[config.mk]
export PLATFORM = sky130hd
export DESIGN_NAME = ife_block_splitter_flat
export DESIGN_NICKNAME = d
export VERILOG_FILES = /design/src/rtl/ife_pkg.sv /design/src/rtl/ife_block_splitter_if.sv /design/src/rtl/ife_parcel_select.sv /design/src/rtl/ife_block_splitter.sv /design/src/flat_wrapper.sv
export SDC_FILE = /design/constraint.sdc
export NUM_CORES = 1
export LEC_CHECK = 0
export BUFFER_PORTS_ARGS = -buffer_cell sky130_fd_sc_hd__buf_2
export CAP_MARGIN = 20
export CORE_MARGIN = 2
export CORE_UTILIZATION = 39
export CTS_CLUSTER_SIZE = 8
export DETAILED_ROUTE_END_ITERATION = 8
export GPL_TIMING_DRIVEN = 0
export HOLD_SLACK_MARGIN = 0.1
export SLEW_MARGIN = 10
export SYNTH_ARGS = -nofsm -noshare
export SYNTH_HDL_FRONTEND = slang
export SYNTH_HIERARCHICAL = 1
export SYNTH_SLANG_ARGS = --single-unit
[constraint.sdc]
create_clock -name clk -period 4.6 [get_ports clk]
set_clock_uncertainty 0.1 [all_clocks]
set_input_delay 0.23 -clock clk [delete_from_list [all_inputs] [get_ports clk]]
set_output_delay 0.23 -clock clk [all_outputs]
set_load 0.02 [all_outputs]
[src/rtl/ife_pkg.sv]
`default_nettype none
// ============================================================================
// Module      : ife_pkg
// Description : Shared types and helpers for the instruction-fetch block
//               splitter: FSM state encoding, parcel width, RVC detection.
// Revision    : 1.0 - initial release
// ============================================================================
package ife_pkg;

    localparam int PARCEL_W = 16;

    typedef enum logic [1:0] {
        S_EMPTY = 2'd0,
        S_HOLD  = 2'd1,
        S_WAIT  = 2'd2
    } ife_split_state_t;

    // A parcel whose two low bits are not 2'b11 is a complete 16-bit instruction.
    function automatic logic is_rvc(input logic [15:0] parcel);
        return (parcel[1:0] != 2'b11);
    endfunction

endpackage : ife_pkg
`default_nettype wire

[src/rtl/ife_block_splitter_if.sv]
`default_nettype none
// ============================================================================
// Module      : ife_block_splitter_if
// Description : Queue-side, redirect and instruction-side signals of the
//               block splitter. The slave modport is the splitter's view.
// Revision    : 1.0 - initial release
// ============================================================================
interface ife_block_splitter_if #(
    parameter int BLOCK_WIDTH = 128,
    parameter int ADDR_WIDTH  = 32
);
    logic [BLOCK_WIDTH-1:0] q_block;
    logic                   q_empty;
    logic                   q_pop;
    logic                   flush;
    logic [ADDR_WIDTH-1:0]  flush_pc;
    logic                   inst_valid;
    logic                   inst_ready;
    logic [31:0]            inst_data;
    logic [ADDR_WIDTH-1:0]  inst_pc;
    logic                   inst_is_rvc;

    modport master (
        output q_block, q_empty, flush, flush_pc, inst_ready,
        input  q_pop, inst_valid, inst_data, inst_pc, inst_is_rvc
    );

    modport slave (
        input  q_block, q_empty, flush, flush_pc, inst_ready,
        output q_pop, inst_valid, inst_data, inst_pc, inst_is_rvc
    );
endinterface : ife_block_splitter_if
`default_nettype wire

[src/rtl/ife_parcel_select.sv]
`default_nettype none
// ============================================================================
// Module      : ife_parcel_select
// Description : Picks parcel ptr (and ptr+1) out of the buffered block and
//               forms the candidate instruction and its length.
// Revision    : 1.0 - initial release
// ============================================================================
module ife_parcel_select
    import ife_pkg::*;
#(
    parameter  int BLOCK_WIDTH = 128,
    localparam int c_nparcel   = BLOCK_WIDTH / PARCEL_W,
    localparam int c_ptr_w     = $clog2(c_nparcel)
) (
    input  wire logic [BLOCK_WIDTH-1:0] i_blk,
    input  wire logic [c_ptr_w-1:0]     i_ptr,
    output logic      [31:0]            o_cand_data,
    output logic                        o_cand_rvc
);

    logic [PARCEL_W-1:0] w_parcels [c_nparcel];
    logic [c_ptr_w-1:0]  w_ptr_hi;
    logic [PARCEL_W-1:0] w_lo;
    logic [PARCEL_W-1:0] w_hi;

    generate
        for (genvar gi = 0; gi < c_nparcel; gi++) begin : g_parcels
            assign w_parcels[gi] = i_blk[gi*PARCEL_W +: PARCEL_W];
        end
    endgenerate

    // The upper half wraps at the last parcel; that case is a straddle and
    // the caller never presents the wrapped value.
    assign w_ptr_hi = i_ptr + c_ptr_w'(1);

    // Candidate: zero-extended RVC parcel, or the two-parcel 32-bit word.
    always_comb begin
        w_lo        = w_parcels[i_ptr];
        w_hi        = w_parcels[w_ptr_hi];
        o_cand_rvc  = is_rvc(w_lo);
        o_cand_data = o_cand_rvc ? {16'h0000, w_lo} : {w_hi, w_lo};
    end

endmodule : ife_parcel_select
`default_nettype wire

[src/rtl/ife_block_splitter.sv]
`default_nettype none
// ============================================================================
// Module      : ife_block_splitter
// Description : Splits 128-bit fetch blocks into one RISC-V instruction per
//               cycle (RVC and 32-bit, including block-straddling words),
//               with PC tracking and redirect support.
// Revision    : 1.0 - initial release
// ============================================================================
module ife_block_splitter
    import ife_pkg::*;
#(
    parameter int BLOCK_WIDTH = 128,
    parameter int ADDR_WIDTH  = 32
) (
    input  wire logic          clk,
    input  wire logic          rst_n,
    ife_block_splitter_if.slave bus
);

    localparam int c_nparcel     = BLOCK_WIDTH / PARCEL_W;
    localparam int c_block_bytes = BLOCK_WIDTH / 8;
    localparam int c_ptr_w       = $clog2(c_nparcel);
    localparam int c_ofs_w       = c_ptr_w + 1;
    localparam int c_adv_w       = c_ptr_w + 1;

    localparam logic [c_ptr_w-1:0]    c_last      = c_ptr_w'(c_nparcel - 1);
    localparam logic [c_adv_w-1:0]    c_nparcel_v = c_adv_w'(c_nparcel);
    localparam logic [ADDR_WIDTH-1:0] c_blk_step  = ADDR_WIDTH'(c_block_bytes);

    ife_split_state_t        r_state,     w_state_n;
    logic [BLOCK_WIDTH-1:0]  r_buf,       w_buf_n;
    logic [ADDR_WIDTH-1:0]   r_block_pc,  w_block_pc_n;
    logic [c_ptr_w-1:0]      r_ptr,       w_ptr_n;
    logic [c_ptr_w-1:0]      r_start_ptr, w_start_ptr_n;
    logic [PARCEL_W-1:0]     r_lo,        w_lo_n;
    logic                    r_str_pend,  w_str_pend_n;

    logic [31:0]             w_cand_data;
    logic                    w_cand_rvc;
    logic                    w_straddle;
    logic                    w_valid;
    logic                    w_hs;
    logic                    w_pop;
    logic [31:0]             w_data;
    logic [ADDR_WIDTH-1:0]   w_pc;
    logic                    w_rvc;
    logic [c_adv_w-1:0]      w_sum;

    // Bit 0 of the redirect target is meaningless for 16-bit aligned code.
    logic w_unused_ok;
    assign w_unused_ok = bus.flush_pc[0];

    ife_parcel_select #(
        .BLOCK_WIDTH (BLOCK_WIDTH)
    ) u_parcel_select (
        .i_blk       (r_buf),
        .i_ptr       (r_ptr),
        .o_cand_data (w_cand_data),
        .o_cand_rvc  (w_cand_rvc)
    );

    // Presentation decode: everything below depends only on registered state.
    always_comb begin
        w_straddle = (r_state == S_HOLD) && !r_str_pend && !w_cand_rvc && (r_ptr == c_last);
        w_valid    = (r_state == S_HOLD) && !w_straddle;
        w_data     = r_str_pend ? {r_buf[PARCEL_W-1:0], r_lo} : w_cand_data;
        w_rvc      = !r_str_pend && w_cand_rvc;
        w_pc       = r_str_pend ? (r_block_pc - ADDR_WIDTH'(2))
                                : (r_block_pc + ADDR_WIDTH'({r_ptr, 1'b0}));
        w_hs       = w_valid && bus.inst_ready;
        w_sum      = {1'b0, r_ptr} + (w_cand_rvc ? c_adv_w'(1) : c_adv_w'(2));
    end

    assign bus.inst_valid  = w_valid;
    assign bus.inst_data   = w_valid ? w_data : 32'h0;
    assign bus.inst_pc     = w_valid ? w_pc : '0;
    assign bus.inst_is_rvc = w_valid && w_rvc;
    assign bus.q_pop       = w_pop;

    // Next-state and pop logic; a redirect overrides every other action.
    always_comb begin
        w_state_n     = r_state;
        w_buf_n       = r_buf;
        w_block_pc_n  = r_block_pc;
        w_ptr_n       = r_ptr;
        w_start_ptr_n = r_start_ptr;
        w_lo_n        = r_lo;
        w_str_pend_n  = r_str_pend;
        w_pop         = 1'b0;

        if (bus.flush) begin
            w_block_pc_n  = {bus.flush_pc[ADDR_WIDTH-1:c_ofs_w], {c_ofs_w{1'b0}}};
            w_start_ptr_n = bus.flush_pc[c_ofs_w-1:1];
            w_str_pend_n  = 1'b0;
            w_state_n     = S_EMPTY;
        end else begin
            case (r_state)
                S_EMPTY: begin
                    if (!bus.q_empty) begin
                        w_pop         = 1'b1;
                        w_buf_n       = bus.q_block;
                        w_ptr_n       = r_start_ptr;
                        w_start_ptr_n = '0;
                        w_state_n     = S_HOLD;
                    end
                end
                S_HOLD: begin
                    if (w_straddle) begin
                        // Low half latched; the high half is parcel 0 of the next block.
                        w_lo_n = w_cand_data[PARCEL_W-1:0];
                        if (!bus.q_empty) begin
                            w_pop        = 1'b1;
                            w_buf_n      = bus.q_block;
                            w_block_pc_n = r_block_pc + c_blk_step;
                            w_str_pend_n = 1'b1;
                            w_ptr_n      = '0;
                        end else begin
                            w_state_n = S_WAIT;
                        end
                    end else if (w_hs) begin
                        if (r_str_pend) begin
                            w_ptr_n      = c_ptr_w'(1);
                            w_str_pend_n = 1'b0;
                        end else if (w_sum == c_nparcel_v) begin
                            w_block_pc_n = r_block_pc + c_blk_step;
                            w_ptr_n      = '0;
                            if (!bus.q_empty) begin
                                w_pop   = 1'b1;
                                w_buf_n = bus.q_block;
                            end else begin
                                w_state_n = S_EMPTY;
                            end
                        end else begin
                            w_ptr_n = w_sum[c_ptr_w-1:0];
                        end
                    end
                end
                S_WAIT: begin
                    if (!bus.q_empty) begin
                        w_pop        = 1'b1;
                        w_buf_n      = bus.q_block;
                        w_block_pc_n = r_block_pc + c_blk_step;
                        w_str_pend_n = 1'b1;
                        w_ptr_n      = '0;
                        w_state_n    = S_HOLD;
                    end
                end
                default: begin
                    w_state_n = S_EMPTY;
                end
            endcase
        end
    end

    // State register with asynchronous reset.
    always_ff @(posedge clk or negedge rst_n) begin
        if (!rst_n) begin
            r_state     <= S_EMPTY;
            r_buf       <= '0;
            r_block_pc  <= '0;
            r_ptr       <= '0;
            r_start_ptr <= '0;
            r_lo        <= '0;
            r_str_pend  <= 1'b0;
        end else begin
            r_state     <= w_state_n;
            r_buf       <= w_buf_n;
            r_block_pc  <= w_block_pc_n;
            r_ptr       <= w_ptr_n;
            r_start_ptr <= w_start_ptr_n;
            r_lo        <= w_lo_n;
            r_str_pend  <= w_str_pend_n;
        end
    end

endmodule : ife_block_splitter
`default_nettype wire

[src/flat_wrapper.sv]
// flat-port wrapper written by rule: the top's interface ports become plain ports
module ife_block_splitter_flat import ife_pkg::*;
#(
    parameter int BLOCK_WIDTH = 128,
    parameter int ADDR_WIDTH  = 32
)
  (clk, rst_n, bus_q_block, bus_q_empty, bus_flush, bus_flush_pc, bus_inst_ready, bus_q_pop, bus_inst_valid, bus_inst_data, bus_inst_pc, bus_inst_is_rvc);
  ife_block_splitter_if #(.BLOCK_WIDTH(BLOCK_WIDTH), .ADDR_WIDTH(ADDR_WIDTH)) bus_i ();
  input  wire logic clk;
  input  wire logic rst_n;
  input wire logic [$bits(bus_i.q_block)-1:0] bus_q_block;
  input wire logic [$bits(bus_i.q_empty)-1:0] bus_q_empty;
  input wire logic [$bits(bus_i.flush)-1:0] bus_flush;
  input wire logic [$bits(bus_i.flush_pc)-1:0] bus_flush_pc;
  input wire logic [$bits(bus_i.inst_ready)-1:0] bus_inst_ready;
  output wire logic [$bits(bus_i.q_pop)-1:0] bus_q_pop;
  output wire logic [$bits(bus_i.inst_valid)-1:0] bus_inst_valid;
  output wire logic [$bits(bus_i.inst_data)-1:0] bus_inst_data;
  output wire logic [$bits(bus_i.inst_pc)-1:0] bus_inst_pc;
  output wire logic [$bits(bus_i.inst_is_rvc)-1:0] bus_inst_is_rvc;
  assign bus_i.q_block = bus_q_block;
  assign bus_i.q_empty = bus_q_empty;
  assign bus_i.flush = bus_flush;
  assign bus_i.flush_pc = bus_flush_pc;
  assign bus_i.inst_ready = bus_inst_ready;
  assign bus_q_pop = bus_i.q_pop;
  assign bus_inst_valid = bus_i.inst_valid;
  assign bus_inst_data = bus_i.inst_data;
  assign bus_inst_pc = bus_i.inst_pc;
  assign bus_inst_is_rvc = bus_i.inst_is_rvc;
  ife_block_splitter #(.BLOCK_WIDTH(BLOCK_WIDTH), .ADDR_WIDTH(ADDR_WIDTH)) u_core (.clk(clk), .rst_n(rst_n), .bus(bus_i));
endmodule
-- Word-level counts from Yosys, hierarchy flattened
Cells that the tools add are included.
- bits of input ports: 165
- word-level logic and storage cells: 112
- output and inout bits: 67
- flip-flop bits (word level): 185
- bitwise logic cells: 3
- reduce and logical (&&, ||, !) cells: 23
- order comparisons: 2
- equality and inequality tests: 16
- multiplexer cells: 56
- add/subtract/negate cells: 5
- operators by type and width (operator ; count):
    $mux 128 ; 5
    $mux 32 ; 11
    $pmux 128 s2 ; 1
    $bmux 16 s3 ; 2
    $mux 16 ; 4
    $pmux 32 s2 ; 1
    $add 32x4->32 ; 1
    $add 32x5->32 const B ; 1
    $sub 32x2->32 const B ; 1
    $mux 3 ; 9
    $mux 2 ; 9
    $mux 1 ; 10
    $pmux 3 s3 ; 1
    $ge 4x4->1 const B ; 2
    $ne 4x4->1 const B ; 2
    $not 3->4 ; 2
    $reduce_and 4->1 ; 2
    $logic_and 1x1->1 ; 7
    $ne 3x2->1 const B ; 2
    $ne 6x5->1 const B ; 1
    $reduce_and 6->1 ; 1
    $reduce_bool 3->1 ; 2
    $reduce_and 5->1 ; 1
    $add 3x4->4 ; 1
    other kinds (20) ; 26

-- Logic depth before layout (Yosys ltp)
Gate-level depths: netlist of run 1.
- word-level depth: 15
- mapped depth: 15

-- Modules after synthesis
Netlist of run 1, hierarchy kept.
- by module, submodules not included (module ; cells each ; area an instance (um2) ; instances ; sequential area each (um2)):
    ife_block_splitter ; 880 ; 9731.8 ; 1 ; 4529.3
    ife_parcel_select ; 136 ; 2105.8 ; 1 ; 0.0

-- Least setup slack after synthesis of run 1
OpenSTA, ideal clock, no wires.
- kind: reg-to-output
- from: register u_core.r_ptr[1]
- to: output port bus_inst_pc[30]
- buffers on the path: 0
- data arrival time: 3892 ps
- data required time: 4270 ps
- setup slack: 378 ps
- cell stages (with the launch flop): 11
- cells stage by stage: dfrtp_1 o31ai_1 ha_1 nor4bb_1 a221o_1 a31oi_1 nor2_2 a2111oi_4 nor2_1 a41oi_2 mux2i_1
- cells in the longest elaborated chain, start to end: 11
- elaborated cells between the ends (all ways): 14
- ends and longest elaborated chain (what ; line ; RTL):
    from (decl) ; ife_block_splitter.sv:33 ; logic [c_ptr_w-1:0] r_ptr, w_ptr_n;
    from (signal assigned) ; ife_block_splitter.sv:169 ; r_ptr <= w_ptr_n;
    parallel branches: the longest is 10 deep, another holds $add 32x4->32 ; n/a ;
    $mux 32 * ; ife_block_splitter.sv:76 ; assign bus.inst_pc = w_valid ? w_pc : '0;
    to (decl) ; flat_wrapper.sv:19 ; output wire logic [$bits(bus_i.inst_pc)-1:0] bus_inst_pc;
Every way passes the cells marked *. The select of a mux whose other input is x is not followed.

-- Final worst setup path of run 1
- from: register u_core.r_ptr[0]
- to: output port bus_inst_pc[28]
Same word-level chain as after synthesis.

==> impl_metrics.ini, run 1 <==
[timing]
worst_slack_ns = 0.226
rsz0062_at_grt = false
slew_viol_final = 0
fmax_mhz = 229
finalCritPeriodShare_pct = 95.1
holdWs_ns = 0.140
worst_pin_slew_ns = 1.09
period_needed_ns = 4.37
setup_tns_ns = 0
finalHoldViolations = 0
setup_violations = 0
max-slew-margin-rel_pct = 26.7

[cts]
cts_buffers = 17
cts_num_sinks = 181
clk_pin_slew_ns = 0.08
cts_tree = done
h-tree-depth = 4
cts-root-buf = clkbuf_16
insertion_delay_ns = 0.44
cts.path.max_buffers = 2

[final_layout]
design_area_um2 = 15800
filler_cell_count = 2661
fin_nets = 1646
areaGrowthSynthToFinish_pct = 33.8
drive_gt1_share_pct = 31.7

[floorplanning]
dieArea_um2 = 31800
io_pins = 232
initial_core_util_pct = 39.7
core_area_um2 = 29800
die_x_um = 178
num_rows = 63
die_h_um = 178

[routing]
drc = 0
wl_um = 36500
viasPerCell = 5.35
vias = 9846
drt_first_pass_iters = 5
drtAntennaViolNets = 0
avgRoutedWirePerCell_um = 19.8
first_iter_violations = 563

[min_path]
hold_path_depth = 4
hp-class = input pin to flop
whs_endpoint = u_core/r_str_pend
hp-start = bus_q_empty

[critical_path]
worstRegToRegCells = 14
cpMaxStageDelayCell = dfrtp_2
worst_setup_path_start_kind = flop
reg2reg_from = u_core/r_ptr[0]
path_max_fanout = 20
path_cells = inv_1 -> ha_1 -> ha_1 -> or2_4 -> ha_1 -> nor4bb_1 -> a221o_1 -> a31oi_2 -> nor2_2 -> a21oi_1 -> o31ai_1 -> mux2i_1 -> nand3_1 -> buf_2
worstReg2RegEnd = u_core/r_buf[36]
cp-end-kind = primary output
worstSetupPathType = flop to primary output
slowest_delay_ns = 0.43
cpMostUsedCell = ha_1
cp.required_ns = 4.27
worstPathArrival_ns = 4.04
reg2reg_slack_ns = 0.27

[synth]
yosys_warnings = 6
synth_area_leaders = dfrtp_1 (38%), mux4_2 (12%), mux2_1 (10%), ha_1 (4.8%), mux2_2 (4.8%)
ys_seq_area_share_pct = 38.3
synthDistinctLibCells = 69
synth.avg_cell_area_um2 = 11.7
synth_area_um2 = 11800
yosys.area.top_type = dfrtp_1
netlist_instances = 1016
ys.flop_type = dfrtp_1
ys_seq_elements = 181
async_flop_share_pct = 100
synth_common_cells = dfrtp_1 (181), mux2_1 (108), nor2_1 (87)
synth_nets = 1227
synth_top_area_share_pct = 38.3
yosysMostFrequentCell = dfrtp_1
synth_enable_flop_cells = 0

[power_and_ir_drop]
finalPower_mw = 10.8
power.leakage_nw = 6.88
pwr-share-clk_pct = 14.2
p_int_mw = 6.07
ir_drop_mv = 0.270
seqPwrFrac_pct = 25.3
switchingPower_mw = 4.72
power_density_nw_per_um2 = 681
p_comb_share_pct = 60.6
swShare_pct = 43.7

[global_route]
grt_max_degree = 102
antenna_found_initial = 2
grt_pass1_vias = 10100
grt_first_pass_wirelength_um = 56600
gr-total-overflow = 0
grt_use_total_pct = 23.5

[run_status]
status = finished clean

[placement]
dpl_cell_area_um2 = 13500
hpwl_um = 26100
dp_slack_ns = -0.454
place.gp.congestion = 0.879
io_buffers = 229

[job]
drv_cap = 0
[worst max path at each step]
stage	start	endpoint	slack [ns]	cells after the start
floorplan	u_core/r_ptr[1]	bus_inst_pc[30]	0.38	10
global placement	u_core/r_ptr[1]	bus_inst_pc[30]	-0.81	11
detailed placement	u_core/r_ptr[0]	u_core/r_buf[42]	-0.45	14
CTS	u_core/r_ptr[1]	bus_inst_pc[30]	0.04	12
global route	u_core/r_ptr[0]	bus_inst_pc[30]	0.02	14
finish	u_core/r_ptr[0]	bus_inst_pc[28]	0.23	14
[per-stage QoR]
step                cells  util [%]
CTS                  1835      53.0
finish               1840      53.2
global route         1840      53.2
floorplan            1016         -
global placement     1635      45.2
detailed placement   1636      45.4
[layout by cell type, fill, tap and decap left out, drive strengths merged, types with 4 or more instances in the layout]
master / Yosys / routed
buf: 38 / 276
dfrtp: 181 / 181
dlygate4sd3: 0 / 161
mux2: 158 / 158
nor2: 89 / 89
mux4: 64 / 64
nand2: 63 / 63
mux2i: 55 / 55
o21ai: 49 / 49
ha: 45 / 45
clkbuf: 21 / 39
xnor2: 33 / 33
a21oi: 32 / 32
inv: 18 / 27
nor3: 25 / 25
nand3: 24 / 24
xor2: 19 / 19
a21o: 8 / 8
nand2b: 7 / 7
and2: 7 / 7
nand4: 7 / 7
nor4: 7 / 7
o21a: 6 / 6
o211ai: 4 / 4
o31ai: 4 / 4
[cells by family after synthesis]
family | after synthesis | synth area share (%)
mux | 277 | 32.1
simple gates | 250 | 10.3
flops | 181 | 38.3
compound gates | 132 | 7.09
buf+inv | 77 | 3.35
xor+xnor | 52 | 4.01
fa+ha+maj | 46 | 4.93
other cells | 1 | 0.0317
[area by class of cell]
class / count / area, um2 / share of cell area (%)
Inverter: 18 / 67.6 / 0.427
Antenna cell: 2 / 5.00 / 0.0316
Clock buffer: 17 / 425 / 2.69
Tap cell: 390 / 488 / 3.08
Clock inverter: 15 / 176 / 1.11
Timing Repair Buffer: 400 / 2860 / 18.1
Multi-Input combinational cell: 758 / 6950 / 43.9
Sequential cell: 181 / 4530 / 28.6
Buffer: 59 / 337 / 2.12
[power by group through the flow]
stage / sequential [mW] / combinational (mW) / clock [mW]
after floorplan: 2.56 / 4.75 / 0
after global placement: 2.73 / 6.16 / 0
after detailed placement: 2.77 / 6.24 / 0
after CTS: 2.72 / 6.46 / 1.56
after global routing: 2.82 / 7.09 / 1.62
final: 2.73 / 6.54 / 1.53
[critical path: cells and delay by family (launching register included)]
kind,cells,cell delay (ns)
simple gates,4,1.06
compound gates,4,0.94
fa+ha+maj,3,0.70
flops,1,0.43
buf+inv,2,0.25
mux,1,0.22
[what timing repair did]
item / 4_1_cts / 5_1_grt
resized for setup: 7 / 5
endpoints found under the setup margin: 173 / 124
setup buffers: 6 / 3
pin swaps: 0 / 1
hold endpoints to repair: 240 / 0
hold buffers: 161 / 0
[sequential cells by signal (all words and copies together), names as in the netlist]
register / flops
u_core/r_state: 2
u_core/r_str_pend: 1
u_core/r_start_ptr: 3
u_core/r_block_pc: 28
u_core/r_ptr: 3
u_core/r_buf: 128
u_core/r_lo: 16
[metal layers]
layer,global-route usage (%),vias to the layer above,wire length (um)
met5,0,-,0
met4,7.15,0,908
met3,3.79,48,1950
met2,39.7,320,17600
met1,31.1,4889,16000
li1,-,4589,-
No activity file was read; power rests on OpenSTA's default activity.
==> inputs of run 2 (changes only) <==
Settings changed: ABC_AREA set to 1.
==> impl_metrics.ini, run 2 <==
[run_status]
status = finished clean

[routing]
avgRoutedWirePerCell_um = 17.9
wl_um = 53100
drc = 0
drtAntennaViolNets = 0
first_iter_violations = 1526
drt_first_pass_iters = 6
viasPerCell = 5.19
vias = 15400

[floorplanning]
initial_core_util_pct = 39.7
die_h_um = 189
num_rows = 67
core_area_um2 = 33600
die_x_um = 189
io_pins = 232
dieArea_um2 = 35700

[critical_path]
slowest_delay_ns = 0.61
cpMaxStageDelayCell = dfrtp_1
path_max_fanout = 11
cp.required_ns = 4.27
crit_family = buffers and inverters
worstPathArrival_ns = 4.03
worstSetupPathType = flop to primary output
cp-end-kind = primary output
cpMostUsedCell = nand2_1
worst_setup_path_start_kind = flop
path_cells = buf_6 -> buf_4 -> nand2_1 -> nand3_1 -> nand2_1 -> nand2_1 -> nand2_2 -> nand2_4 -> buf_6 -> inv_1 -> nand3_2 -> nor2_4 -> nor2_2 -> inv_2 -> clkbuf_1 -> a21oi_1 -> buf_2
cp_num_buf_inv = 7

[placement]
io_buffers = 228
dpl_cell_area_um2 = 15100
hpwl_um = 40300
place.gp.congestion = 0.959
place_inst = 2777

[cts]
cts_tree = done
cts-root-buf = clkbuf_16
h-tree-depth = 4
clk_pin_slew_ns = 0.07
insertion_delay_ns = 0.45
cts.path.max_buffers = 2
cts_num_sinks = 181
cts_buffers = 17

[timing]
setup_violations = 0
fmax_mhz = 230
finalHoldViolations = 0
slew_viol_final = 0
worst_pin_slew_ns = 0.765
period_needed_ns = 4.36
rsz0062_at_grt = false
finalCritPeriodShare_pct = 94.7
setup_tns_ns = 0
max-slew-margin-rel_pct = 49.0

[final_layout]
reg_top3 = u_core/r_buf: 128 flops, u_core/r_block_pc: 28 flops, u_core/r_lo: 16 flops
final_cells = 2969
multi_input_area_um2 = 7280
filler_cell_count = 3422
top_register = u_core/r_buf
areaGrowthSynthToFinish_pct = 29.7
mostFrequentLayoutCells = nand2_1 (600), o21ai_0 (278), nor2_1 (266), buf_2 (265), inv_1 (259)
design_area_um2 = 17300
register_area_um2 = 4530
largest_reg_flops = 128
final_common_cell = nand2_1
fin_nets = 2720
drive_gt1_share_pct = 13.6
num_antenna_cells = 0

[synth]
synth_area_um2 = 13300
synth_enable_flop_cells = 0
async_flop_share_pct = 100
netlist_instances = 2099
synth_common_cells = nand2_1 (600), o21ai_0 (278), nor2_1 (266)
ys.flop_type = dfrtp_1
ys_seq_area_share_pct = 34.0
synthDistinctLibCells = 42
yosysMostFrequentCell = nand2_1
yosys_warnings = 6
synth_area_leaders = dfrtp_1 (34%), nand2_1 (17%), o21ai_0 (10%), nor2_1 (7.5%), inv_1 (7.3%)
synth_nets = 2310
ys_seq_elements = 181
yosys.area.top_type = dfrtp_1
synth.avg_cell_area_um2 = 6.35
synth_top_area_share_pct = 34.0

[power_and_ir_drop]
power_density_nw_per_um2 = 789
switchingPower_mw = 7.60
finalPower_mw = 13.7
power.leakage_nw = 8.64
p_int_mw = 6.05
p_comb_share_pct = 65.5
pwr-share-clk_pct = 10.9
ir_drop_mv = 0.423
swShare_pct = 55.7
seqPwrFrac_pct = 23.6

[min_path]
hp-class = input pin to flop

[global_route]
grt_first_pass_wirelength_um = 82300
grtUsageMet1_pct = 40.4
top_usage_layer = met2
grtUsageMet2_pct = 48.1
gr-total-overflow = 0
grt_pass1_vias = 14900
grt_use_total_pct = 29.7
globalRouteMet3Util_pct = 4.04
grt_max_degree = 99
antenna_found_initial = 0

[job]
drv_cap = 0
## run 2: cell count changes after synthesis, sizes merged, moves of 25 or more
cell and delta:
a21oi +86, clkbuf +25, inv +244, mux2 -158, mux2i -55, mux4 -64, nand2 +540, nand3 +58
nor2 +188, o21ai +265, xnor2 -25
## run 2: timing repair
action	4_1_cts	5_1_grt
buffers inserted	0	2
endpoints found under the setup margin	0	13
hold buffers	160	0
hold endpoints to repair	242	0
resized for setup	0	3
## run 2: cells by family after synthesis
logic type | share of synthesized area, %
AND/OR/NAND/NOR | 29.7
AO/OA/AOI/OAI | 18.9
buffers and inverters | 11.6
flip-flops | 34.0
adder cells (fa/ha/maj) | 4.37
XOR/XNOR | 1.45
other | 0.0281
## run 2: power groups by stage
stage	Combinational [mW]	Sequential, mW	Clock [mW]
4_1_cts	8.73	3.20	1.50
3_3_place_gp	8.49	3.22	0
3_5_place_dp	8.57	3.22	0
6_report	8.94	3.22	1.49
5_1_grt	9.96	3.30	1.56
2_1_floorplan	6.11	2.79	0
## run 2: cell type report
| class | instances | share of cell area, % |
|---|---|---|
| timing repair buffer | 392 | 16.3 |
| inverter | 263 | 5.73 |
| multi-input combinational | 1547 | 42.1 |
| tap | 448 | 3.24 |
| buffer | 107 | 3.17 |
| clock inverter | 11 | 0.701 |
| clock buffer | 20 | 2.64 |
| sequential | 181 | 26.2 |
## run 2: routing by layer
metal / vias up / part of all wire [%]
met5: - / 0
li1: 7504 / -
met2: 675 / 45
met4: 0 / 3.4
met3: 97 / 7.0
met1: 7121 / 44
## run 2: worst paths after layout
| kind | from | endpoint | slack, ns | depth (start not counted) |
|---|---|---|---|---|
| worst min register to register | u_core/r_lo[10] | u_core/r_lo[10] | 0.39 | 2 |
| worst max-delay path | u_core/r_ptr[0] | bus_inst_data[25] | 0.24 | 17 |
| min in group asynchronous | rst_n | u_core/r_buf[68] | 0.24 | 2 |
| max in group asynchronous | rst_n | u_core/r_ptr[1] | 3.23 | 3 |
| worst max register to register | u_core/r_ptr[0] | u_core/r_buf[6] | 0.38 | 19 |
| worst min-delay path | bus_flush_pc[6] | u_core/r_block_pc[6] | 0.13 | 5 |
## run 2: per-stage QoR
| stage | hold WS, ns | utilization, % | setup slack (ns) |
|---|---|---|---|
| final | 0.132 | 51.5 | 0.243 |
| after global routing | 0.164 | 51.5 | 0.00535 |
| after CTS | 0.124 | 51.4 | 0.185 |
| after detailed placement | 0.156 | 44.9 | 0.285 |
| after global placement | 0.338 | 44.7 | 0.191 |
| after floorplan | -0.166 | - | 1.25 |
## run 2: tightest hold or removal path: stages
cell and delay, ns:
buf_2 0.12, nor2_1 0.09, o21ai_0 0.09, o21ai_0 0.07, inv_1 0.04
